File: src/rtl/tdc_pkg.sv
// tdc_pkg: shared channel codes, bin geometry and FSM state for the TDC histogrammer.
package tdc_pkg;
    localparam logic [1:0] CH_NONE = 2'b00;
    localparam logic [1:0] CH_P2 = 2'b01;
    localparam logic [1:0] CH_P1 = 2'b10;
    localparam logic [1:0] CH_BOTH = 2'b11;
    localparam int INTERVAL_W = 6;
    localparam logic [INTERVAL_W-1:0] INTERVAL_OVF = 6'd63;
    localparam int BIN_ADDR_W = 7;
    localparam int NUM_BINS = 128;
    typedef enum logic [1:0] {S_IDLE, S_CLEAR, S_ACQ} state_t;
endpackage

File: src/rtl/hist_ram.sv
// hist_ram: 128-entry simple dual-port bin RAM with a registered read port.
module hist_ram
    import tdc_pkg::*;
#(
    parameter int W = 24
) (
    input  logic                  clk,
    input  logic                  we,
    input  logic [BIN_ADDR_W-1:0] waddr,
    input  logic [W-1:0]          wdata,
    input  logic [BIN_ADDR_W-1:0] raddr,
    output logic [W-1:0]          rdata
);
    logic [W-1:0] mem [NUM_BINS];
    // Write-first bypass: a readout issued in the cycle the last RMW write lands sees the new count.
    always_ff @(posedge clk) begin
        if (we) mem[waddr] <= wdata;
        rdata <= (we && waddr == raddr) ? wdata : mem[raddr];
    end
endmodule

File: src/rtl/tdc_histogrammer.sv
// tdc_histogrammer: signed-delay pulse1/pulse2 coincidence histogram over a programmable window.
module tdc_histogrammer
    import tdc_pkg::*;
#(
    parameter int COUNT_W = 24
) (
    input  logic                  clk,
    input  logic                  rst,
    input  logic [1:0]            START_signal,
    input  logic [1:0]            END_signal,
    input  logic [INTERVAL_W-1:0] INTERVAL,
    input  logic                  data_arrived,
    input  logic                  acq_start,
    input  logic [31:0]           acq_len,
    input  logic                  clear,
    input  logic                  rd_en,
    input  logic [BIN_ADDR_W-1:0] rd_addr,
    output logic [COUNT_W-1:0]    rd_data,
    output logic                  rd_valid,
    output logic [COUNT_W-1:0]    singles1,
    output logic [COUNT_W-1:0]    singles2,
    output logic [COUNT_W-1:0]    overflow_cnt,
    output logic                  busy,
    output logic                  acq_done
);
    function automatic logic [COUNT_W-1:0] sat_inc(input logic [COUNT_W-1:0] x, input logic inc);
        return x + COUNT_W'(inc && !(&x));
    endfunction

    state_t state;
    logic [31:0] down_cnt;
    logic tail;
    logic [BIN_ADDR_W-1:0] clr_addr;
    logic data_arrived_q;
    logic p1, p2;
    logic [BIN_ADDR_W-1:0] a1, a2;
    logic ev, count_ev, ovf, both, pair_ok, bin_hit;
    logic [BIN_ADDR_W-1:0] bin_addr;
    logic ram_we;
    logic [BIN_ADDR_W-1:0] ram_waddr, ram_raddr;
    logic [COUNT_W-1:0] ram_wdata, ram_q;

    // The tail cycle keeps the read port on the RMW pipeline for an event seen in the last window cycle.
    always_comb begin
        ev = data_arrived & ~data_arrived_q;
        count_ev = ev && state == S_ACQ && !tail;
        ovf = INTERVAL == INTERVAL_OVF;
        both = END_signal == CH_BOTH;
        pair_ok = (END_signal == CH_P2 && START_signal == CH_P1) ||
                  (END_signal == CH_P1 && START_signal == CH_P2);
        bin_addr = both ? '0 : {END_signal[1], INTERVAL};
        bin_hit = !ovf && (both || pair_ok) && bin_addr != BIN_ADDR_W'(NUM_BINS / 2);
        ram_raddr = state == S_ACQ ? a1 : rd_addr;
        ram_we = state == S_CLEAR || p2;
        ram_waddr = state == S_CLEAR ? clr_addr : a2;
        ram_wdata = state == S_CLEAR ? '0 : sat_inc(ram_q, 1'b1);
        rd_data = rd_valid ? ram_q : '0;
    end

    hist_ram #(.W(COUNT_W)) u_ram (
        .clk   (clk),
        .we    (ram_we),
        .waddr (ram_waddr),
        .wdata (ram_wdata),
        .raddr (ram_raddr),
        .rdata (ram_q)
    );

    always_ff @(posedge clk) begin
        if (rst) begin
            state <= S_IDLE;
            busy <= 1'b0;
            acq_done <= 1'b0;
            down_cnt <= '0;
            tail <= 1'b0;
            clr_addr <= '0;
            data_arrived_q <= 1'b0;
            p1 <= 1'b0;
            p2 <= 1'b0;
            a1 <= '0;
            a2 <= '0;
            rd_valid <= 1'b0;
            singles1 <= '0;
            singles2 <= '0;
            overflow_cnt <= '0;
        end else begin
            data_arrived_q <= data_arrived;
            acq_done <= 1'b0;
            rd_valid <= rd_en && state == S_IDLE && !clear && !acq_start;
            p1 <= count_ev && bin_hit;
            a1 <= bin_addr;
            p2 <= p1;
            a2 <= a1;
            if (count_ev) begin
                singles1 <= sat_inc(singles1, END_signal[1]);
                singles2 <= sat_inc(singles2, END_signal[0]);
                overflow_cnt <= sat_inc(overflow_cnt, ovf);
            end
            case (state)
                S_IDLE: begin
                    if (clear || acq_start) begin
                        state <= clear ? S_CLEAR : S_ACQ;
                        busy <= 1'b1;
                        clr_addr <= '0;
                        tail <= 1'b0;
                        down_cnt <= acq_len;
                        singles1 <= '0;
                        singles2 <= '0;
                        overflow_cnt <= '0;
                    end
                end
                S_CLEAR: begin
                    clr_addr <= clr_addr + 1'b1;
                    if (clr_addr == BIN_ADDR_W'(NUM_BINS - 1)) begin
                        state <= S_IDLE;
                        busy <= 1'b0;
                    end
                end
                S_ACQ: begin
                    if (tail) begin
                        state <= S_IDLE;
                        busy <= 1'b0;
                        acq_done <= 1'b1;
                    end else if (down_cnt == '0) begin
                        tail <= 1'b1;
                    end else begin
                        down_cnt <= down_cnt - 1'b1;
                    end
                end
                default: begin
                    state <= S_IDLE;
                    busy <= 1'b0;
                end
            endcase
        end
    end
endmodule

File: config.mk
export PLATFORM = sky130hd
export DESIGN_NAME = tdc_histogrammer
export DESIGN_NICKNAME = d
export VERILOG_FILES = /design/src/rtl/tdc_pkg.sv /design/src/rtl/hist_ram.sv /design/src/rtl/tdc_histogrammer.sv
export SDC_FILE = /design/constraint.sdc
export NUM_CORES = 2
export LEC_CHECK = 0
export CORE_MARGIN = 2
export CORE_UTILIZATION = 60
export DETAILED_ROUTE_END_ITERATION = 8
export HOLD_SLACK_MARGIN = 0.1
export PLACE_DENSITY_LB_ADDON = 0.1
export SLEW_MARGIN = 15
export SYNTH_ARGS = -nofsm -noshare
export SYNTH_HDL_FRONTEND = slang
export SYNTH_SLANG_ARGS = --single-unit
File: constraint.sdc
create_clock -name clk -period 12.53 [get_ports clk]
set_input_delay 1.8795 -clock clk [delete_from_list [all_inputs] [get_ports clk]]
set_output_delay 1.8795 -clock clk [all_outputs]
set_load 0.1 [all_outputs]
==> impl_metrics.csv <==
group,metric,value,unit
power,ir_worst_vdd,0.185,mV
run_status,status,"completed",
detailed_routing,drt_iter0_markers,10100,
synthesis,yosysWarningCount,0,
clocking,post_cts_buffers,0,
floorplanning,core.rowCount,168,
detailed_routing,drt-vias-per-instance,7.00,
synthesis,synth-seq-cells,3213,
synthesis,post_synth_num_cell_types,87,
clocking,tritoncts,"done",
synthesis,synth-xor-area-share,0.466,%
synthesis,synthTopCellsByArea,"sky130_fd_sc_hd__edfxtp_1 (73%), sky130_fd_sc_hd__mux4_2 (14%), sky130_fd_sc_hd__dfxtp_1 (2.2%), sky130_fd_sc_hd__mux2i_1 (1.9%), sky130_fd_sc_hd__nor2_1 (0.91%)",
power,leakage,44.7,nW
power,power_report.internal_total,18.8,mW
global_route,global_route.overflow_total,0,
place,placement.io_buffers,153,
synthesis,synth_simple_gate_area_share,3.47,%
timing,finalCritPeriodShare,71.1,%
detailed_routing,drt-wirelength-per-cell,38.1,µm
synthesis,seq_area_frac_synth,75.4,%
floorplanning,die-area,0.214,mm²
power,share_comb_of_total_power,11.4,%
finish,proportion_of_layout_cells_with_a_drive_suffix_above_1,25.7,%
place,placedInstanceArea,0.132,mm²
clocking,cts_buffers,329,
power,power.switching_fraction,24.3,%
worst_setup_path,timing.critical_path.to_type,"output pin",
synthesis,synth.area.mux_share,16.1,%
synthesis,synth_edf_count,3072,
synthesis,synthFlopType,"sky130_fd_sc_hd__edfxtp_1",
synthesis,synth-adder-area-share,0.0993,%
clocking,cts-root-buf,"sky130_fd_sc_hd__clkbuf_16",
finish,finish.cell_count_without_fillers,9523,
timing,hold_ws,0.431,ns
detailed_routing,remaining_drc_errors,0,
global_route,antenna_found_initial,16,
timing,setup_total_negative_slack,0,ns
timing,final_period_minus_worst_setup_slack,8.91,ns
timing,timing.fmax,0.112,GHz
place,placement.setup.worst_slack,3.81,ns
detailed_routing,antenna_left,0,
synthesis,main_combinational_cell_family_by_area_after_synthesis,"multiplexers",
timing,finalClockSkew,0.0555,ns
finish,area_growth_syn_to_layout,12.5,%
place,dp_hpwl,200000,µm
worst_setup_path,timing.rr.end,"u_ram.mem[23][5]$_DFFE_PP_",
timing,timing_hold_violations_final,0,
timing,unrepaired_setup_endpoints_after_global_routing,"false",
power,powerDensity,175,mW/mm²
finish,postLayoutCoreUtil,67.8,%
synthesis,syn_avg_cell_area,20.8,µm²
hold_path,hp-class,"reg -> reg",
detailed_routing,routed_wirelength,362000,µm
power,clock_power_share,37.4,%
worst_setup_path,r2r_slack,3.86,ns
synthesis,synth_compound_gate_area_share,2.44,%
clocking,cts_hold_buf,0,
clocking,cts_max_path_buffers,4,
timing,worst_slew_margin_rel,16.3,%
worst_setup_path,crit_path_start_kind,"flip-flop",
hold_path,worst_hold_path.num_cells,2,
finish,finalNetCount,6541,
global_route,grt_util_all_layers,33.9,%
finish,final_cell_area,0.142,mm²
clocking,clock_insertion_delay_at_the_later_pin_of_the_skew_report,0.98,ns
floorplanning,die_width,462,µm
clocking,cts-htree-levels,5,
worst_setup_path,worstPathArrival,7.03,ns
timing,final-max-slew-violation-count,0,
synthesis,syn-num-nets,6112,
synthesis,synthDominantCellAreaShare,73.2,%
timing,setup_slack,3.62,ns
worst_setup_path,cp_max_fo,130,
clocking,cts_repair_resize_count,0,
place,finalWeightedCongestion,0.951,
power,power.switching,6.03,mW
detailed_routing,drt_pass1_iterations,8,
hold_path,timing.hold.worst.start,"a1[2]$_SDFF_PP0_",
floorplanning,die_y,462,µm
clocking,clk_pin_slew,0.05,ns
global_route,grt_first_pass_wirelength,501000,µm
synthesis,mapped_area,0.126,mm²
timing,tightest_slew,1.25,ns
floorplanning,core_area,0.209,mm²
worst_setup_path,path_class,"reg -> out",
power,report.power.total,24.8,mW
job,cap_violations,0,
global_route,pin_count_of_the_biggest_net_entering_global_routing,131,
worst_setup_path,worst_r2r_path_depth,17,
global_route,number_of_global_route_vias_before_repair,64300,
worst_setup_path,cp_data_required_time,10.65,ns
synthesis,netlist_instances,6047,
timing,setup_viol_count_final,0,
synthesis,ys_async_sr_fraction,0,%
place,numPlacedInstances,8946,
synthesis,synth_top_cell_by_area,"sky130_fd_sc_hd__edfxtp_1",
detailed_routing,vias,66700,
clocking,tritoncts_num_sinks,3213,
power,power.sequential.fraction,51.2,%
floorplanning,top_level_ports,154,
floorplanning,start_util,60.3,%
flip-flops by register name, summed over array words and instances (netlist names), named ones only:
register	count
busy	1
u_ram.mem	3072
a2	7
tail	1
data_arrived_q	1
overflow_cnt	24
singles2	24
state	2
clr_addr	7
acq_done	1
a1	7
down_cnt	32
singles1	24
p2	1
p1	1
rd_valid	1
worst max-delay path: stages, from the launching register on:
cell and delay (ns):
sky130_fd_sc_hd__dfxtp_4 0.94, sky130_fd_sc_hd__buf_12 0.42, sky130_fd_sc_hd__buf_12 0.61, sky130_fd_sc_hd__mux4_2 0.37
sky130_fd_sc_hd__mux4_2 0.26, sky130_fd_sc_hd__o22ai_1 0.19, sky130_fd_sc_hd__nor3_1 0.90, sky130_fd_sc_hd__nor4_1 0.27
sky130_fd_sc_hd__nor2_1 0.55, sky130_fd_sc_hd__clkdlybuf4s50_1 1.27
cell type report:
class                   instances  area (µm²)
clock inverters               152        1300
well taps                    2805        3510
repair buffers                424        3820
diodes                          4        10.0
fillers                     13200       67400
inverters                      20        87.6
multi-input cells            2488       29200
clock buffers                 417        8760
flip-flops and latches       3213       95100
logic make-up (layout without fill, tap and decap cells):
family	after synthesis	count (layout)
other	0	4
and+or+nand+nor	907	907
muxes	1045	1045
buffers and inverters	346	1013
adders and majority gates	10	10
AOI/OAI and AO/OA	459	459
DFF	3213	3213
xor gates and xnor gates	67	67
layer usage:
metal | global-route usage, % | up-vias | wire length, µm | share of wire [%]
li1 | - | 26000 | - | -
met1 | 47.9 | 35200 | 132000 | 36
met2 | 50.5 | 4762 | 166000 | 46
met3 | 9.60 | 741 | 47500 | 13
met4 | 14.2 | 14 | 17200 | 4.8
met5 | 0 | - | 94 | 0.026
synth_stat cells (45+ instances only):
library cell               count
sky130_fd_sc_hd__buf_6        61
sky130_fd_sc_hd__dfxtp_1     141
sky130_fd_sc_hd__buf_4        61
sky130_fd_sc_hd__nand3_1      76
sky130_fd_sc_hd__nor2_1      307
sky130_fd_sc_hd__buf_2        61
sky130_fd_sc_hd__mux4_2      783
sky130_fd_sc_hd__clkbuf_1     98
sky130_fd_sc_hd__a22oi_1     104
sky130_fd_sc_hd__a21oi_1     107
sky130_fd_sc_hd__edfxtp_1   3072
sky130_fd_sc_hd__xor2_1       45
sky130_fd_sc_hd__o21ai_0      67
sky130_fd_sc_hd__mux2i_1     233
sky130_fd_sc_hd__nand2_1     223
cells in the final DEF (no fill, tap or decap), types with 104 or more instances in the layout:
master / Yosys / layout
sky130_fd_sc_hd__nor2_2: 1 / 109
sky130_fd_sc_hd__clkbuf_16: 0 / 335
sky130_fd_sc_hd__edfxtp_1: 3072 / 3072
sky130_fd_sc_hd__a22oi_1: 104 / 104
sky130_fd_sc_hd__nand2_1: 223 / 222
sky130_fd_sc_hd__nor2_1: 307 / 164
sky130_fd_sc_hd__mux4_2: 783 / 783
sky130_fd_sc_hd__dfxtp_1: 141 / 135
sky130_fd_sc_hd__a21oi_1: 107 / 104
sky130_fd_sc_hd__mux2i_1: 233 / 230
sky130_fd_sc_hd__buf_4: 61 / 249
sky130_fd_sc_hd__clkdlybuf4s50_1: 0 / 152
power by group through the flow:
stage | Combinational [mW] | Sequential [mW] | Clock, mW
after floorplan | 1.65 | 13.1 | 0
after global placement | 2.69 | 12.9 | 0
after detailed placement | 2.77 | 12.9 | 0
after CTS | 2.78 | 12.7 | 9.38
after global routing | 2.97 | 12.7 | 9.81
final | 2.83 | 12.7 | 9.30
worst max-delay path by stage:
stage / start / endpoint / slack (ns)
6_report: flip-flop / rd_data[11] / 3.62
5_1_grt: flip-flop / rd_data[1] / 3.62
4_1_cts: flip-flop / rd_data[11] / 3.77
3_5_place_dp: flip-flop / u_ram.mem[19][8]$_DFFE_PP_ / 3.81
3_3_place_gp: flip-flop / u_ram.mem[21][8]$_DFFE_PP_ / 3.98
2_1_floorplan: flip-flop / u_ram.mem[0][4]$_DFFE_PP_ / 1.99
Power figures use the tool's default switching activity.
